`src/rtl/instr_queue.sv`:
```
// instr_queue: 2-wide instruction buffer between fetch and dispatch.
// Holds DEPTH {pc, instr} entries in a circular buffer. Fetch pairs are
// written two at a time, and the two oldest entries are shown at the
// head. Fetch is stalled whenever a full pair might not fit.
module instr_queue #(
  parameter int DEPTH = 8,
  parameter int PCW   = 4,
  parameter int IW    = 16
) (
  input  logic                     clk,
  input  logic                     reset,
  input  logic                     fetch_valid,
  input  logic [PCW-1:0]           pc1,
  input  logic [PCW-1:0]           pc2,
  input  logic [IW-1:0]            instr1,
  input  logic [IW-1:0]            instr2,
  input  logic                     flush,
  input  logic [1:0]               deq_count,
  output logic                     stall,
  output logic                     out_valid0,
  output logic [PCW-1:0]           out_pc0,
  output logic [IW-1:0]            out_instr0,
  output logic                     out_valid1,
  output logic [PCW-1:0]           out_pc1,
  output logic [IW-1:0]            out_instr1,
  output logic [$clog2(DEPTH):0]   count
);

  localparam int AW = $clog2(DEPTH);
  localparam int CW = AW + 1;

  // Entry storage. It has no reset because the pointers and count define
  // which entries are live.
  logic [PCW-1:0] pc_mem    [DEPTH];
  logic [IW-1:0]  instr_mem [DEPTH];

  logic [AW-1:0]  head;
  logic [AW-1:0]  tail;
  logic [CW-1:0]  cnt;

  logic [AW-1:0]  head_nx1;
  logic [AW-1:0]  tail_nx1;
  logic           enq;
  logic [1:0]     deq_sat;
  logic [CW-1:0]  eff_deq;
  logic [CW-1:0]  cnt_next;

  // Dequeue request clamped to 2, then to the occupancy. Stall is taken
  // from the current count only, so deq_count never feeds into it.
  always_comb begin
    head_nx1 = head + AW'(1);
    tail_nx1 = tail + AW'(1);
    stall    = (cnt > CW'(DEPTH - 2));
    enq      = fetch_valid && !stall && !flush;
    deq_sat  = (deq_count == 2'd3) ? 2'd2 : deq_count;
    eff_deq  = (CW'(deq_sat) > cnt) ? cnt : CW'(deq_sat);
    cnt_next = cnt + (enq ? CW'(2) : CW'(0)) - eff_deq;
  end

  // Pointer and count state. Reset takes priority over flush, and flush
  // takes priority over any enqueue or dequeue in the same cycle.
  always_ff @(posedge clk) begin
    if (reset) begin
      head <= '0;
      tail <= '0;
      cnt  <= '0;
    end else if (flush) begin
      head <= '0;
      tail <= '0;
      cnt  <= '0;
    end else begin
      head <= head + eff_deq[AW-1:0];
      if (enq) tail <= tail + AW'(2);
      cnt  <= cnt_next;
    end
  end

  // Pair write. The older instruction goes to tail and the younger one
  // to tail+1.
  always_ff @(posedge clk) begin
    if (enq) begin
      pc_mem[tail]        <= pc1;
      instr_mem[tail]     <= instr1;
      pc_mem[tail_nx1]    <= pc2;
      instr_mem[tail_nx1] <= instr2;
    end
  end

  // Zero-latency head read. The output fields are forced to 0 when their
  // valid bit is low.
  always_comb begin
    out_valid0 = (cnt >= CW'(1));
    out_valid1 = (cnt >= CW'(2));
    out_pc0    = out_valid0 ? pc_mem[head]        : '0;
    out_instr0 = out_valid0 ? instr_mem[head]     : '0;
    out_pc1    = out_valid1 ? pc_mem[head_nx1]    : '0;
    out_instr1 = out_valid1 ? instr_mem[head_nx1] : '0;
    count      = cnt;
  end

  // Occupancy can never pass DEPTH. A pair is only accepted at DEPTH-2
  // or below.
  a_no_overflow: assert property (@(posedge clk) disable iff (reset) cnt <= CW'(DEPTH));

endmodule

```
`config.mk`:
```
export PLATFORM = sky130hd
export DESIGN_NAME = instr_queue
export DESIGN_NICKNAME = d
export VERILOG_FILES = /design/src/rtl/instr_queue.sv
export SDC_FILE = /design/constraint.sdc
export NUM_CORES = 1
export LEC_CHECK = 0
export ABC_CLOCK_PERIOD_IN_PS = 5300
export CAP_MARGIN = 25
export CELL_PAD_IN_SITES_DETAIL_PLACEMENT = 1
export CELL_PAD_IN_SITES_GLOBAL_PLACEMENT = 1
export CORE_ASPECT_RATIO = 1.75
export CORE_UTILIZATION = 52
export DETAILED_ROUTE_END_ITERATION = 16
export GPL_ROUTABILITY_DRIVEN = 0
export PLACE_DENSITY = 0.85
export RECOVER_POWER = 50
export SLEW_MARGIN = 15
export SYNTH_ARGS = -nofsm -noshare
export SYNTH_HDL_FRONTEND = slang
export SYNTH_SLANG_ARGS = --single-unit
```
`constraint.sdc`:
```
create_clock -name clk -period 5.3 [get_ports clk]
set_input_delay 0.53 -clock clk [delete_from_list [all_inputs] [get_ports clk]]
set_output_delay 0.53 -clock clk [all_outputs]
set_load 0.02 [all_outputs]
```
==> flow_summary.yaml <==
routing:
  dr_total_vias: 4478
  drt-pass1-iter-count: 4
  wl_um: 19500
  drt_iter0_markers: 241
  drc: 0
  drt.antenna.violating_nets: 0
  drt-met1-wl_um: 6680
  wl_met2_um: 11200
  via_per_inst: 6.59
  dr_wl_met3_um: 993
  highest_layer: "met4"
  wire_per_inst_um: 28.7
yosys:
  ys_seq_area_frac: 0.632
  avgSynthCellArea_um2: 20.3
  yosysWarningCount: 0
  synth-edff-count: 160
  synth_seq_cells: 169
  synth-compound-area-share: 0.0580
  yosys.area_share.simple: 0.0189
  synthCells: 389
  synthTopCellsByArea: "edfxtp_1 61%, mux4_2 23%, a22o_1 4.4%"
  synth.distinct_cells: 36
  synth_top_area_share: 0.609
  muxShareOfSynthArea: 0.232
  synth_area_um2: 7890
  synth_top_family_by_area: "multiplexers"
  synthFlopType: "edfxtp_1"
  async_flop_share: 0
  synth_xor_area_frac: 0.00333
  synthAdderAreaFrac: 0.0282
  synth_area_leader_cell: "edfxtp_1"
  synth_nets: 451
clock_network:
  cts_tree: "done"
  cts.clk_slew.worst_paths_ps: 70
  numClockSinks: 169
  postCtsHoldBufs: 0
  cts_buffer_depth: 2
  clk-insertion-delay-late_ps: 420
  htreeDepth: 4
  cts-resized-gates: 0
  post_cts_buffers: 0
  cts_buffers: 17
  cts_root_buf: "clkbuf_16"
global_route:
  antenna_found_initial: 0
  track_usage: 0.269
  grt_pass1_wl_um: 29300
  grt_overflow: 0
  grt_max_degree: 54
  grt_pass1_vias: 5035
die:
  pin_count: 93
  dieHeight_um: 165
  coreArea_um2: 14800
  design.die.area_um2: 15700
  rows: 59
  die_w_um: 95.1
  initial_core_util: 0.532
pwr:
  p_leak_nw: 3.09
  p_per_area_nw_per_um2: 482
  vdd_drop_max_mv: 0.299
setup_path:
  ff2ff_path_depth: 6
  worst-setup-path-type: "flip-flop to output port"
  crit_end: "out_instr1[3]"
  max_stage_delay_ps: 710
  start_kind: "flip-flop"
  required_ps: 4770
  crit_chain: "ha_2, buf_4, mux4_2, a22o_1, clkdlybuf4s50_1"
  r2r_setup_slack_ps: 1480
  r2r-end: "instr_mem[5][3]"
  slowest_stage: "ha_2"
  crit_buf_inv: 2
  worstReg2RegStart: "count[3]"
  critical_path.startpoint: "head[0]"
  end_kind: "output port"
  crit_cells: 5
  worst_ep_arrival_time_ps: 3540
  worstPathMaxFanout: 30
  critPathTopFamily: "buffers and inverters"
finish:
  area_growth_pct: 21.8
  n_antenna_cell: 0
  drive_above_1_share: 0.272
  nets: 546
  nFillCells: 1236
  finalInstanceArea_um2: 9610
status:
  violations: "max-capacitance violations, max-slew violations"
  status: "finished, violations left"
sta:
  slew_headroom: -0.116
  finalMaxSlewViolations: 35
  skew_ps: 12.5
  fin_crit_sh: 0.767
  period_needed_ps: 4070
  tns_ps: 0
  clock.fmax_mhz: 246
  rsz0062_at_grt: "no"
  tightest_slew_ps: 1670
  finalHoldViolCount: 0
  setup_violations: 0
flow_run:
  maxCapViolations: 2
hold_path:
  hold_class: "flip-flop to flip-flop"
  hold_path_depth: 2
place:
  io_buffers: 92
  placed_area_um2: 9020
  dpl.hpwl_um: 12900
[synthesized netlist by cell type (2+ instances only)]
library cell and instances:
a21boi_0 4, a22o_1 40, and2_1 7, buf_2 11, buf_4 5, buf_6 6, clkbuf_1 6, dfxtp_1 9
edfxtp_1 160, fa_1 3, ha_1 13, inv_1 10, mux2i_1 3, mux4_2 80, nand2_1 6, nand2b_1 2
nor3_1 3, nor4_1 2, xor2_1 2
[logic make-up after synthesis]
group	after synthesis
buffers and inverters	38
DFF	169
xor gates and xnor gates	3
AOI/OAI and AO/OA	54
muxes	83
adders and majority gates	16
and+or+nand+nor	26
[sequential cells by signal (all words and copies together), names as in the netlist]
signal,flops
pc_mem,32
instr_mem,128
tail,2
count,4
head,3
[worst reg2reg max path, cell delays in order (launching register included)]
cell and delay [ps]:
dfxtp_1 410, inv_1 130, ha_1 270, and3_2 260
nor4_1 780, and2_0 1360, buf_12 300
[area by class of cell]
type | count | area, um^2 | share of cell area
clock buffers | 17 | 425 | 0.0443
clock inverters | 15 | 170 | 0.0177
inverters | 10 | 37.5 | 0.00390
multi-input cells | 182 | 2700 | 0.281
flip-flops and latches | 169 | 4990 | 0.519
well taps | 183 | 229 | 0.0238
repair buffers | 104 | 1060 | 0.110
[worst min-delay path by stage]
stage | endpoint | slack [ps] | startpoint
2_1_floorplan | tail[2] | 490 | tail[2]
3_3_place_gp | tail[2] | 510 | tail[2]
3_5_place_dp | tail[2] | 550 | tail[2]
4_1_cts | tail[2] | 560 | tail[2]
5_1_grt | tail[2] | 610 | tail[2]
6_report | tail[2] | 560 | tail[2]
[metal layers]
metal	vias to the layer above	track usage
met5	-	0
met4	0	0.123
met3	54	0.0516
met2	175	0.490
met1	2377	0.296
li1	1872	-
[where the power goes]
group          internal (mW)  total, mW  leakage (nW)  switching [mW]
Sequential              1.52       1.57          1.53          0.0531
Combinational          0.855       1.82          1.27           0.963
Clock                  0.676       1.24         0.295           0.564
[metrics by stage]
step / utilization / instances / worst slack [ps] / power, mW / hold slack (ps)
floorplan: - / 389 / 2180 / 2.67 / 488
global placement: 0.602 / 644 / 1710 / 3.36 / 510
detailed placement: 0.608 / 648 / 1610 / 3.42 / 553
CTS: 0.648 / 680 / 1130 / 4.68 / 563
global route: 0.648 / 680 / 979 / 4.81 / 606
finish: 0.648 / 680 / 1230 / 4.63 / 560
[cell usage in the layout (no fill, tap or decap), types with 2 or more instances in the layout]
| master | synthesis | layout |
|---|---|---|
| edfxtp_1 | 160 | 160 |
| mux4_2 | 80 | 80 |
| clkdlybuf4s50_1 | 0 | 46 |
| dlygate4sd3_1 | 0 | 46 |
| a22o_1 | 40 | 40 |
| clkbuf_16 | 0 | 17 |
| ha_1 | 13 | 12 |
| inv_1 | 10 | 10 |
| buf_4 | 5 | 8 |
| dfxtp_1 | 9 | 7 |
| nand2_1 | 6 | 6 |
| inv_8 | 0 | 6 |
| inv_6 | 0 | 4 |
| buf_12 | 0 | 4 |
| a21boi_0 | 4 | 3 |
| mux2i_1 | 3 | 3 |
| and2_0 | 0 | 3 |
| nor3_1 | 3 | 3 |
| fa_1 | 3 | 3 |
| nor4_1 | 2 | 2 |
| a21oi_2 | 1 | 2 |
| a21boi_2 | 1 | 2 |
| nand2b_1 | 2 | 2 |
| and2_2 | 0 | 2 |
| and2_1 | 7 | 2 |
| xor2_1 | 2 | 2 |
| clkinv_4 | 0 | 2 |
Power figures use the tool's default switching activity.
